## config.mk

```make
export PLATFORM = sky130hd
export DESIGN_NAME = table_fsm_flat
export DESIGN_NICKNAME = d
export VERILOG_FILES = /design/src/rtl/table_fsm_if.sv /design/src/rtl/table_fsm.sv /design/src/flat_wrapper.sv
export SDC_FILE = /design/constraint.sdc
export NUM_CORES = 1
export LEC_CHECK = 0
export CORE_UTILIZATION = 40
export CTS_CLUSTER_SIZE = 14
export DETAILED_ROUTE_END_ITERATION = 10
export PLACE_DENSITY = 0.68
export REMOVE_ABC_BUFFERS = 1
export SLEW_MARGIN = 10
export SYNTH_ARGS = -nofsm -noshare
export SYNTH_HDL_FRONTEND = slang
export SYNTH_SLANG_ARGS = --single-unit
```

## constraint.sdc

```tcl
create_clock -name clk -period 2.9 [get_ports clk]
set_input_delay 0.29 -clock clk [delete_from_list [all_inputs] [get_ports clk]]
set_output_delay 0.29 -clock clk [all_outputs]
set_load 0.005 [all_outputs]
```

## src/rtl/table_fsm_if.sv

```systemverilog
// rtl/table_fsm_if.sv - control, table-write and status bundle of table_fsm
interface table_fsm_if #(
    parameter int IN_W  = 2,
    parameter int ST_W  = 3,
    parameter int OUT_W = 3
);
    logic                   en;
    logic [IN_W-1:0]        a;
    logic                   wr_en;
    logic [ST_W+IN_W-1:0]   wr_addr;
    logic [ST_W+OUT_W-1:0]  wr_data;
    logic                   trap_en;
    logic [ST_W-1:0]        trap_state;
    logic                   resume;
    logic [ST_W-1:0]        state;
    logic [OUT_W-1:0]       saida;
    logic                   trapped;
    logic [15:0]            steps;

    modport master (
        output en, a, wr_en, wr_addr, wr_data, trap_en, trap_state, resume,
        input  state, saida, trapped, steps
    );

    modport slave (
        input  en, a, wr_en, wr_addr, wr_data, trap_en, trap_state, resume,
        output state, saida, trapped, steps
    );
endinterface

```

## src/rtl/table_fsm.sv

```systemverilog
// rtl/table_fsm.sv - programmable table-driven state machine with trap/resume
module table_fsm #(
    parameter int IN_W  = 2,
    parameter int ST_W  = 3,
    parameter int OUT_W = 3
) (
    input  logic        clk,
    input  logic        reset,
    table_fsm_if.slave  bus
);
    localparam int AW    = ST_W + IN_W;
    localparam int DW    = ST_W + OUT_W;
    localparam int DEPTH = 1 << AW;

    typedef enum logic {RUN = 1'b0, TRAP = 1'b1} ctl_t;

    // Entries never written read back as the identity transition, so the
    // table has a defined power-up image that reset leaves untouched.
    logic [DW-1:0]    mem [DEPTH];
    logic [DEPTH-1:0] written = '0;

    logic [AW-1:0]          lookup_addr;
    logic [ST_W-1:0]        entry_next;
    logic [OUT_W-1:0]       entry_out;
    logic [OUT_W+ST_W-1:0]  state_ext;

    ctl_t ctl, ctl_next;
    logic advance;

    logic [ST_W-1:0]  state_q;
    logic [OUT_W-1:0] saida_q;
    logic [15:0]      steps_q;

    assign lookup_addr = {state_q, bus.a};
    assign state_ext   = {{OUT_W{1'b0}}, state_q};

    always_comb begin
        entry_next = state_q;
        entry_out  = state_ext[OUT_W-1:0];
        if (written[lookup_addr]) begin
            entry_next = mem[lookup_addr][DW-1:OUT_W];
            entry_out  = mem[lookup_addr][OUT_W-1:0];
        end
    end

    always_ff @(posedge clk) begin
        if (bus.wr_en) begin
            mem[bus.wr_addr]     <= bus.wr_data;
            written[bus.wr_addr] <= 1'b1;
        end
    end

    always_ff @(posedge clk) begin
        if (reset) ctl <= RUN;
        else       ctl <= ctl_next;
    end

    always_comb begin
        ctl_next = ctl;
        case (ctl)
            RUN:  if (advance && bus.trap_en && entry_next == bus.trap_state) ctl_next = TRAP;
            TRAP: if (bus.resume) ctl_next = RUN;
            default: ctl_next = RUN;
        endcase
    end

    always_comb begin
        advance     = bus.en && (ctl == RUN);
        bus.trapped = (ctl == TRAP);
    end

    always_ff @(posedge clk) begin
        if (reset) begin
            state_q <= '0;
            saida_q <= '0;
            steps_q <= '0;
        end else if (advance) begin
            state_q <= entry_next;
            saida_q <= entry_out;
            if (steps_q != 16'hFFFF) steps_q <= steps_q + 16'd1;
        end
    end

    assign bus.state = state_q;
    assign bus.saida = saida_q;
    assign bus.steps = steps_q;
endmodule
```

## src/flat_wrapper.sv

```systemverilog
// flat-port wrapper written by rule: the top's interface ports become plain ports
module table_fsm_flat 
#(
    parameter int IN_W  = 2,
    parameter int ST_W  = 3,
    parameter int OUT_W = 3
)
  (clk, reset, bus_en, bus_a, bus_wr_en, bus_wr_addr, bus_wr_data, bus_trap_en, bus_trap_state, bus_resume, bus_state, bus_saida, bus_trapped, bus_steps);
  table_fsm_if #(.IN_W(IN_W), .ST_W(ST_W), .OUT_W(OUT_W)) bus_i ();
  input  logic clk;
  input  logic reset;
  input wire logic [$bits(bus_i.en)-1:0] bus_en;
  input wire logic [$bits(bus_i.a)-1:0] bus_a;
  input wire logic [$bits(bus_i.wr_en)-1:0] bus_wr_en;
  input wire logic [$bits(bus_i.wr_addr)-1:0] bus_wr_addr;
  input wire logic [$bits(bus_i.wr_data)-1:0] bus_wr_data;
  input wire logic [$bits(bus_i.trap_en)-1:0] bus_trap_en;
  input wire logic [$bits(bus_i.trap_state)-1:0] bus_trap_state;
  input wire logic [$bits(bus_i.resume)-1:0] bus_resume;
  output wire logic [$bits(bus_i.state)-1:0] bus_state;
  output wire logic [$bits(bus_i.saida)-1:0] bus_saida;
  output wire logic [$bits(bus_i.trapped)-1:0] bus_trapped;
  output wire logic [$bits(bus_i.steps)-1:0] bus_steps;
  assign bus_i.en = bus_en;
  assign bus_i.a = bus_a;
  assign bus_i.wr_en = bus_wr_en;
  assign bus_i.wr_addr = bus_wr_addr;
  assign bus_i.wr_data = bus_wr_data;
  assign bus_i.trap_en = bus_trap_en;
  assign bus_i.trap_state = bus_trap_state;
  assign bus_i.resume = bus_resume;
  assign bus_state = bus_i.state;
  assign bus_saida = bus_i.saida;
  assign bus_trapped = bus_i.trapped;
  assign bus_steps = bus_i.steps;
  table_fsm #(.IN_W(IN_W), .ST_W(ST_W), .OUT_W(OUT_W)) u_core (.clk(clk), .reset(reset), .bus(bus_i));
endmodule
```

## Yosys cells after proc, flatten, opt, wreduce, memory -nomap -nowiden

Memories as Yosys holds them, arrays and structs flattened.
Cells that the tools add are included.

| storage, ports and cells | value |
|---|---|
| memories | 1 |
| output and inout port bits | 23 |
| logic and storage cells | 30 |
| flip-flop bits (word level) | 55 |
| bits in writable memories | 192 |
| latch bits | 0 |
| memory bits (read-only) | 0 |

Memories:

| name | words | bits a word | read ports | clocked after Yosys merged registers in | write ports | RTL line | source |
|---|---|---|---|---|---|---|---|
| u_core.mem | 32 | 6 | 1 | 0 | 1 | table_fsm.sv:19 | `logic [DW-1:0] mem [DEPTH];` |

| operators by class | value |
|---|---|
| shift operators | 0 |
| reductions and logical operators | 5 |
| bitwise logic cells | 2 |
| eq/ne operators | 2 |
| $lt $le $gt $ge | 3 |
| multiplexer cells | 11 |
| divide/modulo/power cells | 0 |
| add/subtract/negate cells | 1 |
| multiply operators | 0 |

Operator list:

| cell | number |
|---|---|
| $or A32 B32 Y32 | 1 |
| $add A16 B1 Y16 const B | 1 |
| $ne A16 B16 Y1 const B | 1 |
| $lt A5 B6 Y1 const B | 2 |
| $mux W1 | 6 |
| $mux W3 | 2 |
| $bmux W1 S5 | 1 |
| $demux W1 S5 | 1 |
| $ge A5 B1 Y1 const B | 1 |
| $logic_and A1 B1 Y1 | 4 |
| $eq A3 B3 Y1 | 1 |
| $pmux W1 S2 | 1 |
| $reduce_and A2 Y1 | 1 |
| $not A1 Y1 | 1 |

## Longest topological paths before layout

Gate-level depths: netlist of the first run.

| logic depth | value |
|---|---|
| word-level depth | 7 |
| gate-level depth with buffers | 11 |

## Worst setup path before layout of the first run

Ideal clock, no wire load.

| timing path | value |
|---|---|
| kind | input-to-reg |
| start point | input bus_a[0] |
| end point | register u_core.saida_q[0] (netlist: u_core.bus.saida[0]) |
| library setup time | 0.128 ns |
| data required time | 2.772 ns |
| stages on the path | 8 |
| setup slack | 0.651 ns |
| arrival time | 2.122 ns |
| path through | buf_6 > buf_4 > mux4_2 > mux4_2 > mux2_2 > a21boi_0 > o21a_1 > nor2_1 |

| on the way | value |
|---|---|
| cells in the longest elaborated chain, start to end | 3 |
| elaborated cells between the ends (all ways) | 4 |
| those cells by class | mux (3); memory (1) |

RTL lines:

| element | RTL line | source |
|---|---|---|
| from (decl) | flat_wrapper.sv:13 | `input wire logic [$bits(bus_i.a)-1:0] bus_a;` |
| $bmux W1 S5 | table_fsm.sv:40 | `if (written[lookup_addr]) begin` |
| $mux W1 (implied by the code) | table_fsm.sv:40 |  |
| $mux W3 (*) | table_fsm.sv:40 |  |
| to (signal assigned) | table_fsm.sv:79 | `saida_q <= entry_out;` |
| to (decl) | table_fsm.sv:31 | `logic [OUT_W-1:0] saida_q;` |

Mark *: on every way between the ends. The rest lies on a longest branch, timed or not. The select of a mux whose other input is x is not followed.
A chain may end at the register's enable or synchronous reset.

## Worst setup path in the final report of the first run

| timing path | value |
|---|---|
| start point | register u_core.state_q[0] (netlist: u_core.bus.state[0]) |
| end point | register u_core.ctl (netlist: u_core.bus.trapped) |

| on the way | value |
|---|---|
| cells in the longest elaborated chain, start to end | 7 |
| elaborated cells between the ends (all ways) | 8 |
| those cells by class | eq/ne (1); mux (5); reduce/logical (1); memory (1) |

RTL lines:

| element | RTL line | source |
|---|---|---|
| from (decl) | table_fsm.sv:30 | `logic [ST_W-1:0] state_q;` |
| from (signal assigned) | table_fsm.sv:78 | `state_q <= entry_next;` |
| $bmux W1 S5 | table_fsm.sv:40 |  |
| $mux W1 (implied by the code) | table_fsm.sv:40 |  |
| $mux W3 (*) | table_fsm.sv:40 |  |
| $eq A3 B3 Y1 (*) | table_fsm.sv:61 | `RUN: if (advance && bus.trap_en && entry_next == bus.trap_state) ctl_next = TRAP;` |
| $logic_and A1 B1 Y1 (*) | table_fsm.sv:61 |  |
| $mux W1 (*) | table_fsm.sv:61 |  |
| $pmux W1 S2 (*) | table_fsm.sv:60 | `case (ctl)` |
| to (signal assigned) | table_fsm.sv:55 | `else ctl <= ctl_next;` |
| to (decl) | table_fsm.sv:27 | `ctl_t ctl, ctl_next;` |

Marks and branches as above.

==> reports/metrics.yaml, run 1 <==
status: "complete, no violations"
hold_slack_ns: 0.425
first_global_vias: 5701
combPwrFrac_pct: 10.3
rows: 58
grt_max_degree: 33
vias: 5467
worstPathMaxFanout: 11
cts.sinks: 247
cts_resized: 0
drt_iter0_drc: 508
synth_seq_area_share_pct: 69.3
syn_inst: 580
met2_usage_pct: 29.7
ys_seq_elements: 247
synth_commonest_cells: "edfxtp_1, nor2_1, mux4_2, o21bai_1, nand2_1"
first_pass_iters: 5
crit_arrival_ns: 2.80
antenna_found_initial: 0
fin_tns_setup_ns: 0
ff_latch_area_mm2: 0.00719
multiInputGateArea_mm2: 0.00290
drive_above_1_share_pct: 16.3
cts_tree: "done"
routed_wl_mm: 22.1
leakage_uw: 0.00384
grt_pass1_wl_mm: 33.9
synth_most_common_cell: "edfxtp_1"
cts_buffers: 25
ios: 45
cp.required_ns: 3.34
place.gp.congestion: 0.787
nets: 662
cp-start-kind: "flip-flop"
clock_path_buffers: 3
route.detailed.drc: 0
die_h_um: 163
start_util_pct: 41.0
rsz0062_at_grt: "no"
dieArea_mm2: 0.0266
synth-edff-count: 224
power.switching_uw: 1810
p_total_uw: 8020
vdd_drop_max_mv: 0.395
coreArea_mm2: 0.0253
max_cap_violations: 0
crit_type: "flip-flop to flip-flop"
diodes: 0
yosys_warnings: 0
ys_top_cells_by_area: "edfxtp_1, mux4_2, mux4_1"
fmax_ghz: 0.424
ant_nets: 0
avgSynthCellArea_um2: 17.9
dp.final_hpwl_mm: 14.8
htreeDepth: 1
n_fill_cell: 2097
p_per_area_mw_per_mm2: 672
clk_pin_slew_ns: 0.06
synth_top_cell_area_share_pct: 64.8
port-buffer-count: 44
grt-ovfl-total: 0
yosysTopAreaCell: "edfxtp_1"
p_seq_share_pct: 50.6
rrSetupSlack_ns: 0.54
avgViaCountPerCell: 5.53
hold_violations: 0
slew_headroom_pct: 29.0
pwr-share-clk_pct: 39.2
min_path_type: "primary input to flip-flop"
grt-busiest-layer: "met2"
swShare_pct: 22.6
synthArstFlopShare_pct: 0
met1_usage_pct: 22.3
slew_violations: 0
crit_path_end_kind: "flip-flop"
syn_area_mm2: 0.0104
area_growth_pct: 15.0
synth.distinct_cells: 57
finalCriticalPeriod_ns: 2.36
hold_buffers: 0
wl_per_cell_um: 22.3
use_met3_pct: 2.64
die_w_um: 163
synthFlopType: "edfxtp_1"
clk_latency_ns: 0.52
fin_skew_ns: 0.00803
internal_power_uw: 6210
grt_use_total_pct: 17.1
root_buffer: "clkbuf_16"
period_share_pct: 81.4
worstMarginPinSlew_ns: 1.06
setup_violations: 0
cts_setup_buffers: 0
layout make-up:
class	count	share of cell area [%]
well taps	330	3.46
clock buffers	30	5.40
clock inverters	16	1.31
repair buffers	66	5.33
flip-flops and latches	247	60.2
multi-input cells	299	24.3
per-stage QoR:
| stage | util, % | std cells | setup slack, ns | area (um^2) |
|---|---|---|---|---|
| floorplan | - | 546 | 0.739 | 10100 |
| global placement | 44.0 | 942 | 0.378 | 11100 |
| detailed placement | 44.0 | 942 | 0.384 | 11100 |
| CTS | 47.1 | 988 | 0.509 | 11900 |
| global route | 47.1 | 988 | 0.407 | 11900 |
| finish | 47.1 | 988 | 0.539 | 11900 |
logic make-up after synthesis:
kind of cell             synth area share (%)
AO/OA/AOI/OAI                            4.34
XOR/XNOR                                 1.35
buffers and inverters                    2.81
flip-flops                               69.3
adder cells (fa/ha/maj)                 0.121
AND/OR/NAND/NOR                          6.51
multiplexers                             15.6
worst max-delay path, stage by stage (launching register included):
cell and delay [ns]:
dfxtp_1 0.61, buf_4 0.32, nor2b_1 0.30, nand2_1 0.08, and4_1 0.20, a21oi_1 0.29, a21boi_1 0.14, xnor2_1 0.15
o31ai_2 0.19
per-layer routing:
metal	wire length [um]	vias to the layer above
met1	9120	2798
met5	0	-
met3	1270	36
li1	-	2438
met4	474	0
met2	11200	195
flip-flops by register name, summed over array words and instances (netlist names):
register            count
u_core.bus.saida        3
u_core.bus.trapped      1
u_core.written         32
u_core.mem            192
u_core.bus.steps       16
u_core.bus.state        3
power groups by stage:
stage / clock network [uW] / logic (uW) / registers, uW
finish: 3140 / 825 / 4050
global route: 3330 / 885 / 4060
CTS: 3190 / 835 / 4050
detailed placement: 0 / 832 / 4130
global placement: 0 / 815 / 4120
floorplan: 0 / 432 / 4120
cell usage in the layout (no fill, tap or decap), types with 2 or more instances in the layout:
cell             netlist  final
o21ai_1                3      3
nand4_1                5      5
mux2_2                 2      2
and4_1                 2      2
buf_4                  2     20
nor2_1                60     60
o21a_1                 2      2
nor3_1                 2      2
o21bai_1              32     32
o21ai_0                3      3
edfxtp_1             224    224
or3b_2                 3      3
dfxtp_1               23     23
or3_1                  2      2
clkinv_1               0      5
a221oi_1               2      2
a21oi_1                2      2
clkbuf_1              13      5
clkinv_2               0      6
clkbuf_16              0     25
mux4_1                22     22
nand2_1               25     25
xnor2_1                3      3
nand3_1               15     15
nor2b_1                5      5
bufinv_16              0      3
clkdlybuf4s50_1        0     42
nand2b_1               3      3
mux4_2                34     34
a31oi_1                2      2
and3_1                 3      3
nand3b_1               6      6
mux2i_1               19     19
and2_1                 4      4
a22oi_1                6      6
buf_12                 4      3
xor2_1                13     13
worst paths after layout:
check,start,end,cells after the start
worst min-delay path,bus_resume,u_core.bus.trapped$_SDFF_PP0_,4
worst max register to register,u_core.bus.state[0]$_SDFFE_PP0P_,u_core.bus.trapped$_SDFF_PP0_,8
worst max-delay path,u_core.bus.state[0]$_SDFFE_PP0P_,u_core.bus.trapped$_SDFF_PP0_,8
worst min register to register,u_core.bus.saida[1]$_SDFFE_PP0P_,u_core.bus.saida[1]$_SDFFE_PP0P_,2
Power figures use the tool's default switching activity.
==> run 2: changes to the inputs <==
- clock period: 2.9 -> 2.2 ns (I/O delays scaled with it)
==> run 2 against run 1 <==
Clock skew up 0.0023 ns. Clock power increased by 54%. Sequential cell count is the same. Sequential power up 31%. Critical path type unchanged.
==> reports/metrics.yaml, run 2 (synthesis results as in run 1) <==
topRoutingLayerUsed: "met4"  # unchanged
leakage_uw: 0.00425  # was 0.00384 uW
crit_arrival_ns: 2.54  # was 2.80 ns
port-buffer-count: 44  # unchanged
setup_slack_ns: 0.0525  # was 0.539 ns
start_util_pct: 41.0  # unchanged
p_total_uw: 11500  # was 8020 uW
die_h_um: 163  # unchanged
wl_per_cell_um: 21.6  # was 22.3 um
clk_latency_ns: 0.52  # about the same
first_global_vias: 5909  # was 5,701
vdd_drop_max_mv: 0.556  # was 0.395 mV
pwr-share-clk_pct: 42.1  # was 39.2%
status: "complete, no violations"  # unchanged
crit_path_end_kind: "flip-flop"  # unchanged
rows: 58  # unchanged
place_ws_ns: -0.215  # was 0.384 ns
fin_skew_ns: 0.0103  # was 0.00803 ns
grt_pass1_wl_mm: 34.7  # was 33.9 mm
grt_max_degree: 33  # unchanged
place.gp.congestion: 0.814  # was 0.787
hold_violations: 0  # unchanged
finalCriticalPeriod_ns: 2.15  # was 2.36 ns
clk_pin_slew_ns: 0.06  # about the same
routed_wl_mm: 22.8  # was 22.1 mm
n_fill_cell: 2034  # was 2,097
clock_path_buffers: 3  # unchanged
slew_headroom_pct: 65.1  # was 29.0%
route.detailed.drc: 0  # unchanged
dr_wl_met3_mm: 1.29  # was 1.27 mm
p_seq_share_pct: 46.4  # was 50.6%
fmax_ghz: 0.466  # was 0.424 GHz
dp.final_hpwl_mm: 15.0  # was 14.8 mm
drt_iter0_drc: 606  # was 508
drive_above_1_share_pct: 25.2  # was 16.3%
nets: 725  # was 662
power.switching_uw: 2520  # was 1810 uW
cp-start-kind: "flip-flop"  # unchanged
first_pass_iters: 5  # unchanged
drt-met1-wl_mm: 9.50  # was 9.12 mm
area_growth_pct: 21.5  # was 15.0%
cts_resized: 1  # was 0
ant_nets: 0  # unchanged
wl_met2_mm: 11.4  # was 11.2 mm
internal_power_uw: 8930  # was 6210 uW
layout_common_cells: "edfxtp_1, buf_4, nor2_1"  # was edfxtp_1, nor2_1, clkdlybuf4s50_1
final_common_cell: "edfxtp_1"  # unchanged
slew_violations: 0  # unchanged
hold_depth: 4  # unchanged
cts_setup_buffers: 0  # unchanged
diodes: 0  # unchanged
vias: 5749  # was 5,467
cts_tree: "done"  # unchanged
antenna_found_initial: 0  # unchanged
hold_slack_ns: 0.361  # was 0.425 ns
largest_register: "u_core.mem"  # unchanged
period_share_pct: 97.6  # was 81.4%
grt-ovfl-total: 0  # unchanged
hold_buffers: 0  # unchanged
cts_buffers: 26  # was 25
min_path_type: "primary input to flip-flop"  # unchanged
worstMarginPinSlew_ns: 0.523  # was 1.06 ns
ios: 45  # unchanged
cts.sinks: 247  # unchanged
swShare_pct: 22.0  # was 22.6%
htreeDepth: 1  # unchanged
die_w_um: 163  # unchanged
max_cap_violations: 0  # unchanged
worstPathMaxFanout: 1  # was 11
dpl.cell_count: 1004  # was 942
crit_type: "flip-flop to flip-flop"  # unchanged
grt_use_total_pct: 17.6  # was 17.1%
dieArea_mm2: 0.0266  # unchanged
rsz0062_at_grt: "yes"  # was no
largest_reg_flops: 192  # unchanged
combPwrFrac_pct: 11.5  # was 10.3%
coreArea_mm2: 0.0253  # unchanged
cp.required_ns: 2.59  # was 3.34 ns
fin_cells: 1052  # was 988
p_per_area_mw_per_mm2: 909  # was 672 mW/mm^2
reg2regPathDepth: 6  # was 8
setup_violations: 0  # unchanged
root_buffer: "clkbuf_16"  # unchanged
avgViaCountPerCell: 5.46  # was 5.53
==> run 2: cell count changes in the layout (fill, tap and decap cells not counted), moves of 2 or more <==
cell        delta
clkbuf_16      +2
buf_4         +60
bufinv_16      +4
buf_12         +2
clkinv_2       +3
clkinv_1       -3
clkbuf_1       -5
clkinvlp_4     +2
==> run 2: metrics by stage <==
step	util (%)	area, um^2	setup TNS, ns
after floorplan	-	10100	0
after global placement	45.9	11600	-0.755
after detailed placement	45.9	11600	-0.854
after CTS	49.7	12600	0
after global routing	49.8	12600	-0.0317
final	49.8	12600	0
==> run 2: area by class of cell <==
type                    count  area [um^2]  share of cell area [%]
repair buffers            128         1130                    8.93
flip-flops and latches    247         7190                    57.0
clock buffers              27          676                    5.36
multi-input cells         299         2920                    23.1
well taps                 330          413                    3.28
clock inverters            21          287                    2.27
==> run 2: worst paths after layout <==
kind / endpoint / start / slack [ns]
max: u_core.bus.saida[0]$_SDFFE_PP0P_ / u_core.mem[11][0]$_DFFE_PP_ / 0.05
min: u_core.bus.trapped$_SDFF_PP0_ / bus_resume / 0.36
max reg2reg: u_core.bus.saida[0]$_SDFFE_PP0P_ / u_core.mem[11][0]$_DFFE_PP_ / 0.05
min reg2reg: u_core.bus.saida[1]$_SDFFE_PP0P_ / u_core.bus.saida[1]$_SDFFE_PP0P_ / 0.48
==> run 2: per-layer routing <==
layer / up-vias / track usage (%)
li1: 2564 / -
met5: - / 0
met2: 178 / 30.1
met4: 0 / 4.93
met1: 2968 / 23.1
met3: 39 / 3.15
==> run 2: power groups by stage <==
stage          Sequential, uW  Clock (uW)  Combinational, uW
6_report                 5310        4820               1320
5_1_grt                  5320        5050               1410
4_1_cts                  5310        4890               1310
3_5_place_dp             5410           0               1300
3_3_place_gp             5400           0               1270
2_1_floorplan            5430           0                570
==> run 2: worst max-delay path: stages, from the launching register on <==
cell      delay (ns)
edfxtp_1        0.39
mux4_2          0.50
mux4_2          0.49
mux2_2          0.30
a21boi_1        0.16
o21a_1          0.13
nor2_1          0.04
==> run 3: changes to the inputs <==
- RECOVER_POWER: not set -> 100
==> run 3 against run 2 <==
The flow now finishes with violations (max-capacitance violations, max-slew violations). Fmax up 0.17%. Worst hold slack worse by 0.0014 ns. Non-clock buffer count unchanged. Core utilization decreased by 0.59 points. Critical endpoint unchanged. Register-to-register slack is essentially flat. Sequential cell count is the same. Sequential share of layout area is 0.68 points higher. Clock-buffer cell count unchanged. Largest power group unchanged. Clock skew is essentially flat. First-iteration DRC count shrank 2.0%. Largest cell class unchanged. Wire length grew 0.20%. Worst setup slack gained 0.0037 ns.
==> reports/metrics.yaml, run 3 (synthesis results as in run 1) <==
p_seq_share_pct: 46.5  # was 46.4%
final_common_cell: "edfxtp_1"  # unchanged
finalCriticalPeriod_ns: 2.14  # was 2.15 ns
route.detailed.drc: 0  # unchanged
nets: 725  # unchanged
min_to: "u_core.bus.trapped$_SDFF_PP0_"  # unchanged
largest_register: "u_core.mem"  # unchanged
setup_violations: 0  # unchanged
worstSetupStartpoint: "u_core.mem[11][0]$_DFFE_PP_"  # unchanged
fin_skew_ns: 0.0107  # was 0.0103 ns
worstPathMaxFanout: 1  # unchanged
vias: 5714  # was 5,749
r2r-start: "u_core.mem[11][0]$_DFFE_PP_"  # unchanged
grt_use_total_pct: 17.6  # unchanged
min-delay-start: "bus_resume"  # unchanged
crit_type: "flip-flop to flip-flop"  # unchanged
worstMarginPinSlew_ns: 1.56  # was 0.523 ns
antenna_found_initial: 0  # unchanged
status: "finished, violations left"  # was complete, no violations
drt_iter0_drc: 594  # was 606
fin_tns_setup_ns: 0  # unchanged
htreeDepth: 1  # unchanged
vdd_drop_max_mv: 0.558  # was 0.556 mV
first_global_vias: 5909  # unchanged
dieArea_mm2: 0.0266  # unchanged
coreArea_mm2: 0.0253  # unchanged
reg2regPathDepth: 6  # unchanged
ant_nets: 0  # unchanged
leakage_uw: 0.00416  # was 0.00425 uW
root_buffer: "clkbuf_16"  # unchanged
cts_setup_buffers: 0  # unchanged
avgViaCountPerCell: 5.43  # was 5.46
drive_above_1_share_pct: 19.8  # was 25.2%
period_share_pct: 97.4  # was 97.6%
place.gp.congestion: 0.814  # unchanged
area_growth_pct: 20.1  # was 21.5%
rows: 58  # unchanged
port-buffer-count: 44  # unchanged
hold_violations: 0  # unchanged
diodes: 0  # unchanged
slew_violations: 99  # was 0
hold_depth: 4  # unchanged
cts_buffers: 26  # unchanged
cts_tree: "done"  # unchanged
die_h_um: 163  # unchanged
hold_buffers: 0  # unchanged
setup_slack_ns: 0.0561  # was 0.0525 ns
min_path_type: "primary input to flip-flop"  # unchanged
cp_slowest_stage_delay_ns: 0.50  # about the same
n_fill_cell: 2079  # was 2,034
path_delay_family: "multiplexers"  # unchanged
swShare_pct: 22.1  # was 22.0%
grt_pass1_wl_mm: 34.7  # unchanged
clock_path_buffers: 3  # unchanged
pwr-share-clk_pct: 42.2  # was 42.1%
violations: "max-capacitance violations, max-slew violations"
cp-start-kind: "flip-flop"  # unchanged
fmax_ghz: 0.466  # about the same
clk_pin_slew_ns: 0.06  # about the same
start_util_pct: 41.0  # unchanged
first_pass_iters: 4  # was 5
largest_reg_flops: 192  # unchanged
crit_arrival_ns: 2.54  # about the same
cpMostUsedCell: "mux4_2"  # unchanged
combPwrFrac_pct: 11.3  # was 11.5%
crit_path_end_kind: "flip-flop"  # unchanged
max_cap_violations: 3  # was 0
dp.final_hpwl_mm: 15.0  # unchanged
fin_util_pct: 49.2  # was 49.8%
power.switching_uw: 2530  # was 2520 uW
ios: 45  # unchanged
p_per_area_mw_per_mm2: 918  # was 909 mW/mm^2
layout_common_cells: "edfxtp_1, nor2_1, buf_4"  # was edfxtp_1, buf_4, nor2_1
die_w_um: 163  # unchanged
rrSetupSlack_ns: 0.06  # was 0.05 ns
worst_path_max_delay_cell: "mux4_2"  # unchanged
grt_max_degree: 33  # unchanged
rsz0062_at_grt: "yes"  # unchanged
cp.required_ns: 2.60  # was 2.59 ns
wl_per_cell_um: 21.7  # was 21.6 um
cts.sinks: 247  # unchanged
routed_wl_mm: 22.8  # about the same
r2r_end: "u_core.bus.saida[0]$_SDFFE_PP0P_"  # unchanged
place_ws_ns: -0.215  # unchanged
clk_latency_ns: 0.52  # about the same
grt-ovfl-total: 0  # unchanged
slew_headroom_pct: -3.96  # was 65.1%
crit_path_cell_trace: "mux4_2 > mux4_2 > mux2_2 > a21boi_1 > o21a_1 > nor2_1"  # unchanged
internal_power_uw: 8910  # was 8930 uW
path_buf_inv: 0  # unchanged
## run 3: cell types whose count changed in the layout (fill, tap and decap cells not counted), sizes merged
cell	delta
clkbuf	+40
dlygate4sd3	+28
clkdlybuf4s50	-28
buf	-40
## run 3: final cells by class
type	count	area (um^2)	area share (%)
multi-input combinational	299	2920	23.4
clock inverter	21	287	2.30
sequential	247	7190	57.7
tap	330	413	3.31
clock buffer	27	676	5.42
timing repair buffer	128	977	7.84
## run 3: worst min-delay path, stage by stage
cell,delay [ns]
clkdlybuf4s50_1,0.41
nor2_1,0.10
nand2_1,0.07
o31ai_2,0.05
## run 3: per-layer routing
layer | global-route usage [%] | vias to the layer above | share of wire [%]
met3 | 3.15 | 40 | 6.2
met1 | 23.1 | 2912 | 41
met4 | 4.93 | 0 | 2.5
met2 | 30.1 | 195 | 51
li1 | - | 2567 | -
met5 | 0 | - | 0
## run 3: power groups by stage
stage | registers [uW] | clock network [uW] | logic, uW
4_1_cts | 5310 | 4890 | 1310
2_1_floorplan | 5430 | 0 | 570
6_report | 5310 | 4830 | 1300
5_1_grt | 5320 | 5050 | 1390
3_5_place_dp | 5410 | 0 | 1300
3_3_place_gp | 5400 | 0 | 1270
## run 3: how the worst max path moves through the flow
| stage | end | slack (ns) | cells after the start |
|---|---|---|---|
| 6_report | u_core.bus.saida[0]$_SDFFE_PP0P_ | 0.06 | 6 |
| 5_1_grt | u_core.bus.trapped$_SDFF_PP0_ | -0.02 | 7 |
| 4_1_cts | u_core.bus.trapped$_SDFF_PP0_ | 0.009 | 7 |
| 3_5_place_dp | u_core.bus.saida[1]$_SDFFE_PP0P_ | -0.21 | 9 |
| 3_3_place_gp | u_core.bus.saida[1]$_SDFFE_PP0P_ | -0.19 | 8 |
| 2_1_floorplan | u_core.bus.trapped$_SDFF_PP0_ | 0.04 | 7 |
## run 3: through the flow
step                      hold slack, ns  area [um^2]  instances  power (uW)
final                              0.359        12500       1052       11400
after global routing               0.388        12500       1052       11800
after CTS                          0.348        12600       1052       11500
after detailed placement           0.472        11600       1004        6710
after global placement             0.468        11600       1004        6670
after floorplan                    0.282        10100        546        6000
## run 3: what timing repair did
item	4_1_cts	5_1_grt
endpoints found under the setup margin	1	5
gates resized for setup	1	4
pin swaps	0	0
